--- src/rtl/sram_controller.sv ---
// Bridges 32-bit MEM-stage word loads/stores onto a 16-bit asynchronous SRAM as two halfword phases,
// holding ready low while the access is in flight.
module sram_controller #(
    parameter int BASE_ADDR   = 1024,
    parameter int ADDR_W      = 18,
    parameter int WAIT_CYCLES = 1
) (
    input  logic              clk,
    input  logic              rst,
    input  logic              wr_en,
    input  logic              rd_en,
    input  logic [31:0]       address,
    input  logic [31:0]       write_data,
    output logic [31:0]       read_data,
    output logic              ready,
    output logic [ADDR_W-1:0] sram_addr,
    output logic [15:0]       sram_dq_out,
    output logic              sram_dq_oe,
    input  logic [15:0]       sram_dq_in,
    output logic              sram_we_n
);

    // state | meaning
    // IDLE  | waiting for a request; latches op, index and data when one arrives
    // LOW   | halfword {index,0} access, WAIT_CYCLES+1 cycles
    // HIGH  | halfword {index,1} access, WAIT_CYCLES+1 cycles
    // DONE  | one-cycle completion, ready high, read_data holds the full word
    typedef enum logic [1:0] {IDLE, LOW, HIGH, DONE} state_t;

    localparam int CNT_W = (WAIT_CYCLES > 0) ? $clog2(WAIT_CYCLES + 1) : 1;
    localparam logic [CNT_W-1:0] CNT_LOAD = CNT_W'(WAIT_CYCLES);

    state_t            state;
    state_t            state_next;
    logic              op_wr;
    logic [ADDR_W-2:0] idx;
    logic [15:0]       wdata_hi;
    logic [CNT_W-1:0]  cnt;
    logic              req;
    logic              phase_end;
    logic [ADDR_W-2:0] idx_in;

    assign req       = wr_en | rd_en;
    assign phase_end = (cnt == '0);
    assign idx_in    = (ADDR_W-1)'((address - 32'(BASE_ADDR)) >> 2);

    always_ff @(posedge clk or negedge rst) begin
        if (!rst) begin
            state <= IDLE;
        end else begin
            state <= state_next;
        end
    end

    always_comb begin
        state_next = state;
        ready      = 1'b0;
        sram_we_n  = 1'b1;
        sram_dq_oe = 1'b0;
        case (state)
            IDLE: begin
                ready = !req;
                if (req) state_next = LOW;
            end
            LOW: begin
                sram_we_n  = !op_wr;
                sram_dq_oe = op_wr;
                if (phase_end) state_next = HIGH;
            end
            HIGH: begin
                sram_we_n  = !op_wr;
                sram_dq_oe = op_wr;
                if (phase_end) state_next = DONE;
            end
            DONE: begin
                ready      = 1'b1;
                state_next = IDLE;
            end
            default: state_next = IDLE;
        endcase
    end

    // Address and write data are registered one phase ahead so they are stable for the whole strobe.
    always_ff @(posedge clk or negedge rst) begin
        if (!rst) begin
            op_wr       <= 1'b0;
            idx         <= '0;
            wdata_hi    <= '0;
            cnt         <= '0;
            read_data   <= '0;
            sram_addr   <= '0;
            sram_dq_out <= '0;
        end else begin
            case (state)
                IDLE: begin
                    if (req) begin
                        op_wr       <= wr_en;
                        idx         <= idx_in;
                        wdata_hi    <= write_data[31:16];
                        cnt         <= CNT_LOAD;
                        sram_addr   <= {idx_in, 1'b0};
                        sram_dq_out <= write_data[15:0];
                    end
                end
                LOW: begin
                    if (phase_end) begin
                        if (!op_wr) read_data[15:0] <= sram_dq_in;
                        cnt         <= CNT_LOAD;
                        sram_addr   <= {idx, 1'b1};
                        sram_dq_out <= wdata_hi;
                    end else begin
                        cnt <= cnt - CNT_W'(1);
                    end
                end
                HIGH: begin
                    if (phase_end) begin
                        if (!op_wr) read_data[31:16] <= sram_dq_in;
                    end else begin
                        cnt <= cnt - CNT_W'(1);
                    end
                end
                default: ;
            endcase
        end
    end

endmodule
--- config.mk ---
export PLATFORM = sky130hd
export DESIGN_NAME = sram_controller
export DESIGN_NICKNAME = d
export VERILOG_FILES = /design/src/rtl/sram_controller.sv
export SDC_FILE = /design/constraint.sdc
export NUM_CORES = 1
export LEC_CHECK = 0
export ABC_AREA = 0
export BUFFER_PORTS_ARGS = -buffer_cell sky130_fd_sc_hd__buf_4
export CAP_MARGIN = 20
export CORE_ASPECT_RATIO = 1.4
export CORE_UTILIZATION = 36
export CTS_CLUSTER_SIZE = 8
export DETAILED_ROUTE_END_ITERATION = 10
export REMOVE_ABC_BUFFERS = 1
export SKIP_LAST_GASP = 1
export SYNTH_ARGS = -nofsm -noshare
export SYNTH_HDL_FRONTEND = slang
export SYNTH_SLANG_ARGS = --single-unit
export TNS_END_PERCENT = 50
--- constraint.sdc ---
create_clock -name clk -period 1.91 [get_ports clk]
set_input_delay 0 -clock clk [delete_from_list [all_inputs] [get_ports clk]]
set_output_delay 0 -clock clk [all_outputs]
set_load 0.01 [all_outputs]
Word-level counts from Yosys, hierarchy flattened --
Index checks and enable logic that the tools add are counted. Widths: inputs -> output; s select.
Storage, ports and cells: flip-flop bits (word level) 103, logic and storage cells 49
Operators by class: add/subtract/negate cells 2, equality and inequality tests 6, muxes and demuxes 17, bitwise operators 3, reduce and logical (&&, ||, !) cells 12
Operator list (number):
- $mux 18 | 2
- $pmux 18 s2 | 1
- $mux 16 | 2
- $pmux 16 s2 | 1
- $sub 19x11->19 const B | 1
- $reduce_and 3->1 | 4
- $pmux 2 s4 | 1
- $mux 2 | 3
- $ne 2x2->1 const B | 3
- $mux 1 | 5
- $eq 2x2->1 const B | 2
- $reduce_and 2->1 | 2
- $pmux 1 s3 | 1
- $reduce_bool 3->1 | 1
- $eq 2x1->1 const B | 1
- $logic_not 1->1 | 2
- $logic_not 2->1 | 1
- $not 1->1 | 2
- $pmux 1 s2 | 1
- $reduce_bool 2->1 | 1
- $reduce_or 2->1 | 1
- $or 1x1->1 | 1
- $sub 1x1->1 const B | 1

Longest topological paths before layout --
Gate-level depths: netlist of the first run.
depth after elaboration 3, depth in mapped cells 9, depth with buffers taken out 6

Least setup slack after synthesis of the first run --
Ideal clock, no wire load.
path type register to register, from register state[0], to register sram_addr[12], data arrival time 1.635 ns, required time 1.785 ns, setup slack 0.150 ns, stages on the path, launching flop included 6, buffers on the path 0, clock period less this slack 1.760 ns, cells stage by stage dfrtp_1 -> inv_1 -> ha_1 -> nor3b_4 -> a211oi_1 -> mux2_2
Between the ends: word-level cells in the longest chain between the ends 3, elaborated cells on any way between the ends 7, those cells by class eq/ne (3); mux (1); reduce/logical (3)
RTL lines:
- start, declared | line 33 | state_t state;
- start signal, assigned | line 51 | state <= state_next;
- $eq 2x1->1 / $logic_not 2->1 (equally long branches) | line 94 | case (state)
- $ne 2x2->1 (no line) / $reduce_bool 2->1 (equally long branches)
- $reduce_and 3->1 (no line)
- end signal, assigned | line 101 | sram_addr <= {idx_in, 1'b0};
- end signal, assigned | line 109 | sram_addr <= {idx, 1'b1};
- end, declared | line 16 | output logic [ADDR_W-1:0] sram_addr,
Several ways; a longest one is shown, not always the timed one. A chain may end at the register's enable or synchronous reset.

Worst setup path in the final report of the first run --
from register state[0], to register sram_dq_out[9]
Between the ends: word-level cells in the longest chain between the ends 3, elaborated cells on any way between the ends 7, those cells by class eq/ne (3); mux (1); reduce/logical (3)
RTL lines:
- $eq 2x1->1 / $logic_not 2->1 (equally long branches) | line 94
- $ne 2x2->1 (no line) / $reduce_bool 2->1 (equally long branches)
- $reduce_and 3->1 (no line)
- end signal, assigned | line 102 | sram_dq_out <= write_data[15:0];
- end signal, assigned | line 110 | sram_dq_out <= wdata_hi;
- end, declared | line 17 | output logic [15:0] sram_dq_out,
Several ways; a longest one is shown, not always the timed one.

==> out/qor.txt, run 1 <==
CTS tree: yes
Final Hold Viols: 0
Die height: 132.7 µm
Fmax: 566.5 MHz
NumNets Final: 649
Clk pwr share: 15.8%
Met2 routed WL: 5.188 mm
Seq/Total Area, Yosys: 58.64%
Maximum clock insertion buffer count: 2
Max-cap violations: 0
Internal Power: 6990 µW
Seq cells post-synth: 103
Slew at the pin with the worst max-slew slack: 523.6 ps
PortBufs: 137
Die area: 12660 µm²
I/O pin total: 153
Slew Viols, Final: 0
FF/Latch Area: 2577 µm²
Most common cell after layout, fill and taps aside: buf_4
Switching part of the total: 34.45%
Syn Inst Count: 348
Multi-input gate area: 1723 µm²
DP Area: 5748 µm²
Vias: 3328
Post-placement worst setup slack: 50.93 ps
Row count: 47
Most frequent cells in the layout: buf_4 (147), dfrtp_1 (103), dlygate4sd3_1 (63)
Design area: 6666 µm²
Post-layout power: 10660 µW
CTS H-tree lvls: 3
Required @ worst endpoint: 2130 ps
Pin count of the biggest net entering global routing: 66
Synth-to-layout area growth: 51.67%
Routed wire length: 10.27 mm
Clk Latency, worst-skew pair: 340 ps
Layout cells sized above 1: 42.55%
Critical Path Source: state[0]$_DFFE_PN0P_
Clk sinks: 103
Detail Route Antenna Nets: 0
Final Cycle Share: 92.42%
Combinational power share: 47.7%
Register share of total power: 36.6%
Total track usage: 17.60%
Psw: 3674 µW
Status: completed
1st-iter DRT viols: 70
Min Hold Slack: 28.46 ps
Unrepaired setup endpoints after global routing: yes
Uppermost layer routed: met4
Syn Std Cell Area: 4395 µm²
Num CTS Buffers: 9
Yosys Warn Count: 0
First-pass GRT wire length: 17.09 mm
WL met3: 585 µm
Syn Area/Cell: 12.63 µm²
Die X: 95.39 µm
Hold Startpoint: address[12]
Drc violations: 0
Inserted Diodes: 0
Arr. time, crit path: 1990 ps
Type of the most critical hold path: primary input to flop
P per Cell Area: 1600 nW/µm²
Initial core utilization: 37.00%
Met1 WL: 4.350 mm
Relative slew slack: 64.96%
Final Wtd Congestion: 0.7399
Skew final: 7.980 ps
Leakage power: 0.003048 µW
Peak VDD IR: 623.1 µV
Root Buffer: clkbuf_16
Worst Setup Path Type: flop to flop
Vias per cell: 4.681
Setup crit end kind: flop
Clk pin slew, worst setup/hold paths: 70 ps
Type of origin of the critical path: flop
Final setup margin: 144.7 ps
First drt pass iteration count: 5
Initial antenna violation count: 0
DR WL/cell: 14.44 µm
Core Box Area: 11880 µm²
Max FO, Critical Path: 28
Final setup fails: 0
Post-route setup TNS: 0 ps
Worst r2r src: state[0]$_DFFE_PN0P_
Vias in the first global route: 3569
Cell variety after synth: 32
Grt ovf: 0
Hpwl dp: 7.046 mm
Filler cells: 1018
Minimum clock period after layout: 1765 ps
==> flip-flops by register name, indices dropped and copies added (netlist names) <==
signal       cells
wdata_hi        16
read_data       32
idx             17
sram_addr       18
sram_dq_out     16
op_wr            1
cnt              1
state            2
==> logic make-up (layout without fill, tap and decap cells) <==
logic type,Yosys count,in the layout,share of synthesized area (%)
AOI/OAI and AO/OA,56,56,6.974
and+or+nand+nor,68,68,7.857
adders and majority gates,6,6,1.708
muxes,84,84,20.84
DFF,103,103,58.64
xor gates and xnor gates,7,7,1.395
buffers and inverters,24,240,2.590
==> worst paths after layout <==
kind                                               to  slack [ps]  cells past startpoint
max reg2reg                sram_dq_out[9]$_DFFE_PN0P_         140                      6
min reg2reg                       idx[14]$_DFFE_PN0P_         480                      2
max in group asynchronous    sram_addr[0]$_DFFE_PN0P_        1170                      3
max                        sram_dq_out[9]$_DFFE_PN0P_         140                      6
min in group asynchronous   read_data[19]$_DFFE_PN0P_          90                      2
min                               idx[10]$_DFFE_PN0P_          30                      3
==> timing repair <==
action / CTS / global route
gates resized for setup: 0 / 1
buffers inserted: 0 / 2
setup endpoints to repair: 0 / 25
hold endpoints to repair: 191 / 0
hold buffers: 63 / 0
==> synth_stat cells (all sizes together) <==
cell type    n  share of area (%)
nor3b        4                1.1
dfrtp      103                 59
and2         1               0.14
a21oi        4               0.46
clkbuf       6               0.51
a22o         1               0.20
xnor2        7                1.4
ha           6                1.7
nand2b       2               0.28
o211ai       2               0.34
mux2i       24                5.5
inv          6               0.51
a22oi        2               0.34
or2          1               0.14
nor4         2               0.97
o21ai       44                5.1
nor2        10               0.91
mux2        60                 15
nor3         1               0.11
a211o        1               0.20
or4          1               0.26
nand3        2               0.23
buf         12                1.6
a211oi       2               0.34
nand2       44                3.8
==> through the flow <==
step	instances	util (%)
after detailed placement	630	48.39
after CTS	709	55.93
after global routing	711	56.12
final	711	56.12
after floorplan	330	-
after global placement	630	48.39
==> layer usage <==
layer / vias to the layer above / GRT usage (%)
met5: - / 0
met4: 0 / 5.970
li1: 1627 / -
met2: 98 / 30.83
met1: 1593 / 20.33
met3: 10 / 4.713
==> worst max-delay path, stage by stage (launching register included) <==
cell and delay [ps]:
dfrtp_1 380, inv_1 100, ha_1 240, nor3b_4 360, a211o_4 240, buf_12 180
o21ai_0 120
==> area by class of cell <==
cell class | instances | area share, %
multi-input cells | 221 | 25.84
repair buffers | 218 | 28.42
inverters | 6 | 0.3378
clock inverters | 6 | 0.5443
well taps | 147 | 2.759
clock buffers | 10 | 3.435
flip-flops and latches | 103 | 38.66
==> power groups by stage <==
stage	Sequential, µW	Clock (µW)	Combinational (µW)
detailed placement	3950	0	4980
CTS	3910	1760	5080
floorplan	4190	0	2290
finish	3900	1680	5080
global placement	3890	0	4850
global route	4060	1840	5610
Power figures use the tool's default switching activity.
==> inputs of run 2 (changes only) <==
BUFFER_PORTS_ARGS = not set   (was -buffer_cell sky130_fd_sc_hd__buf_4)
DONT_BUFFER_PORTS = 1   (was not set)
SETUP_SLACK_MARGIN = 0.05   (was not set)
==> out/qor.txt, run 2 (synthesis results as in run 1) <==
Finished Layout Cells: 576 (-19%)
Pin count of the biggest net entering global routing: 104 (+58%)
Failing checks: hold timing
Final Hold Viols: 103 (+103)
Total track usage: 15.48% (-2.1 points)
Grt ovf: 0 (unchanged)
Max reg flops: 32 (unchanged)
Hpwl dp: 5.975 mm (-15%)
Maximum clock insertion buffer count: 2 (unchanged)
Worst Setup Path Type: flop to flop
Final setup fails: 0 (unchanged)
Die X: 95.39 µm (unchanged)
Skew final: 5.224 ps (-2.756 ps)
Slew at the pin with the worst max-slew slack: 343.7 ps (-179.9 ps)
Post-route setup TNS: 0 ps (unchanged)
Leakage power: 0.002380 µW (-22%)
Die height: 132.7 µm (unchanged)
Fmax: 557.4 MHz (-1.6%)
Clk pin slew, worst setup/hold paths: 70 ps (about the same)
Drc violations: 0 (unchanged)
1st-iter DRT viols: 78 (+11%)
Most frequent cells in the layout: dfrtp_1 (103), dlygate4sd3_1 (71), mux2_2 (60)
First-pass GRT wire length: 15.04 mm (-12%)
Num CTS Buffers: 9 (unchanged)
CP max-delay cell: dlygate4sd3_1
Max-cap violations: 0 (unchanged)
Max FO, Critical Path: 10 (-64%)
CTS tree: yes
Clk sinks: 103 (unchanged)
Crit path cell chain: inv_2, ha_2, buf_4, o21ai_4, nand2_1, o21ai_0, dlygate4sd3_1
Final Cycle Share: 93.93% (+1.5 points)
Initial core utilization: 37.00% (unchanged)
Detail Route Antenna Nets: 0 (unchanged)
Most flop-heavy register: read_data
Peak VDD IR: 742.5 µV (+19%)
Most common cell after layout, fill and taps aside: dfrtp_1
Synth-to-layout area growth: 29.15%
P per Cell Area: 1684 nW/µm² (+5.3%)
Buf/Inv on CP: 3 (+1)
Vias in the first global route: 3073 (-14%)
Min Hold Slack: -649.0 ps (-677.5 ps)
Crit path largest cell delay: 570 ps (+190 ps)
Clk Latency, worst-skew pair: 340 ps (about the same)
Arr. time, crit path: 2020 ps (+30 ps)
Slew Viols, Final: 0 (unchanged)
Largest registers: read_data (32), sram_addr (18), idx (17)
Vias per cell: 5.042 (+7.7%)
Final Wtd Congestion: 0.7002 (-5.4%)
Relative slew slack: 77.06% (+12 points)
NumNets Final: 514 (-21%)
Die area: 12660 µm² (unchanged)
CTS H-tree lvls: 3 (unchanged)
Minimum clock period after layout: 1794 ps (+28.82 ps)
DR WL/cell: 16.24 µm (+12%)
Row count: 47 (unchanged)
Required @ worst endpoint: 2140 ps (about the same)
Final Util: 47.79% (-8.3 points)
Inserted Diodes: 0 (unchanged)
Core Box Area: 11880 µm² (unchanged)
Status: finished with violations
Vias: 2904 (-13%)
Unrepaired setup endpoints after global routing: yes
First drt pass iteration count: 4 (-1)
Hold bufs inserted after CTS: 71 (+13%)
Routed wire length: 9.352 mm (-8.9%)
Layout cells sized above 1: 23.08% (-19 points)
Type of the most critical hold path: primary input to async pin
Root Buffer: clkbuf_16
CP top delay family: buffers and inverters
Initial antenna violation count: 0 (unchanged)
I/O pin total: 153 (unchanged)
Setup crit end kind: flop
PortBufs: 0 (-100%)
Placed cell count: 487 (-23%)
Type of origin of the critical path: flop
==> run 2: cell types whose count changed in the layout (fill, tap and decap cells not counted) <==
cell,before,now
ha_1,5,4
inv_1,6,4
inv_2,0,2
bufinv_16,0,1
buf_12,8,5
clkbuf_1,1,2
ha_2,1,2
buf_4,147,6
clkinv_2,4,0
buf_6,0,1
clkinvlp_4,1,2
clkbuf_8,0,1
dlygate4sd3_1,63,71
==> run 2: where the power goes <==
part           switching [µW]  internal (µW)  total, µW
Combinational            1560           1770       3330
Clock                     796           1060       1850
Sequential               1060           3320       4380
Total                    3420           6140       9560
==> run 2: through the flow <==
stage               hold slack [ps]  area [µm²]  setup slack [ps]  power, µW
floorplan                    -295.6        4304             -1122       6474
global placement             -293.8        4637             107.9       7411
detailed placement           -293.7        4637             48.71       7571
CTS                          -666.3        5655             68.12       9612
global route                 -680.4        5677             14.32      10250
finish                       -649.0        5677             115.9       9559
==> run 2: area by class of cell <==
type | count | area [µm²]
clock buffers | 12 | 246.5
clock inverters | 4 | 53.80
fillers | 1054 | 6202
inverters | 6 | 22.52
multi-input cells | 221 | 1725
flip-flops and latches | 103 | 2577
well taps | 147 | 183.9
repair buffers | 83 | 867.1
==> run 2: final timing paths <==
check / startpoint / endpoint / slack [ps] / depth (start not counted)
max in group asynchronous: rst / sram_addr[14]$_DFFE_PN0P_ / 2420 / 0
hold / removal: rst / read_data[5]$_DFFE_PN0P_ / -650 / 0
min in group clk: address[12] / sram_addr[17]$_DFFE_PN0P_ / 120 / 4
setup / recovery: state[0]$_DFFE_PN0P_ / idx[8]$_DFFE_PN0P_ / 120 / 7
setup reg to reg: state[0]$_DFFE_PN0P_ / idx[8]$_DFFE_PN0P_ / 120 / 7
hold reg to reg: idx[14]$_DFFE_PN0P_ / idx[14]$_DFFE_PN0P_ / 480 / 2
==> run 2: layer usage <==
layer,part of all wire [%],routed length [µm],track usage (%)
met2,51,4760,26.98
met5,0,0,0
met3,6.9,649,4.770
met4,1.6,146,5.721
met1,41,3796,17.38
==> run 2: worst reg2reg max path, delay by kind of cell (launching register included) <==
family	cells	cell delay [ps]
DFF	1	430
and+or+nand+nor	1	90
AOI/OAI and AO/OA	2	180
buffers and inverters	3	800
adders and majority gates	1	190
==> run 2: what timing repair did <==
item / in CTS / in global routing
pin swaps: 0 / 0
endpoints found under the setup margin: 1 / 30
gates resized for setup: 1 / 4
endpoints found under the hold margin: 201 / 103
setup buffers: 0 / 2
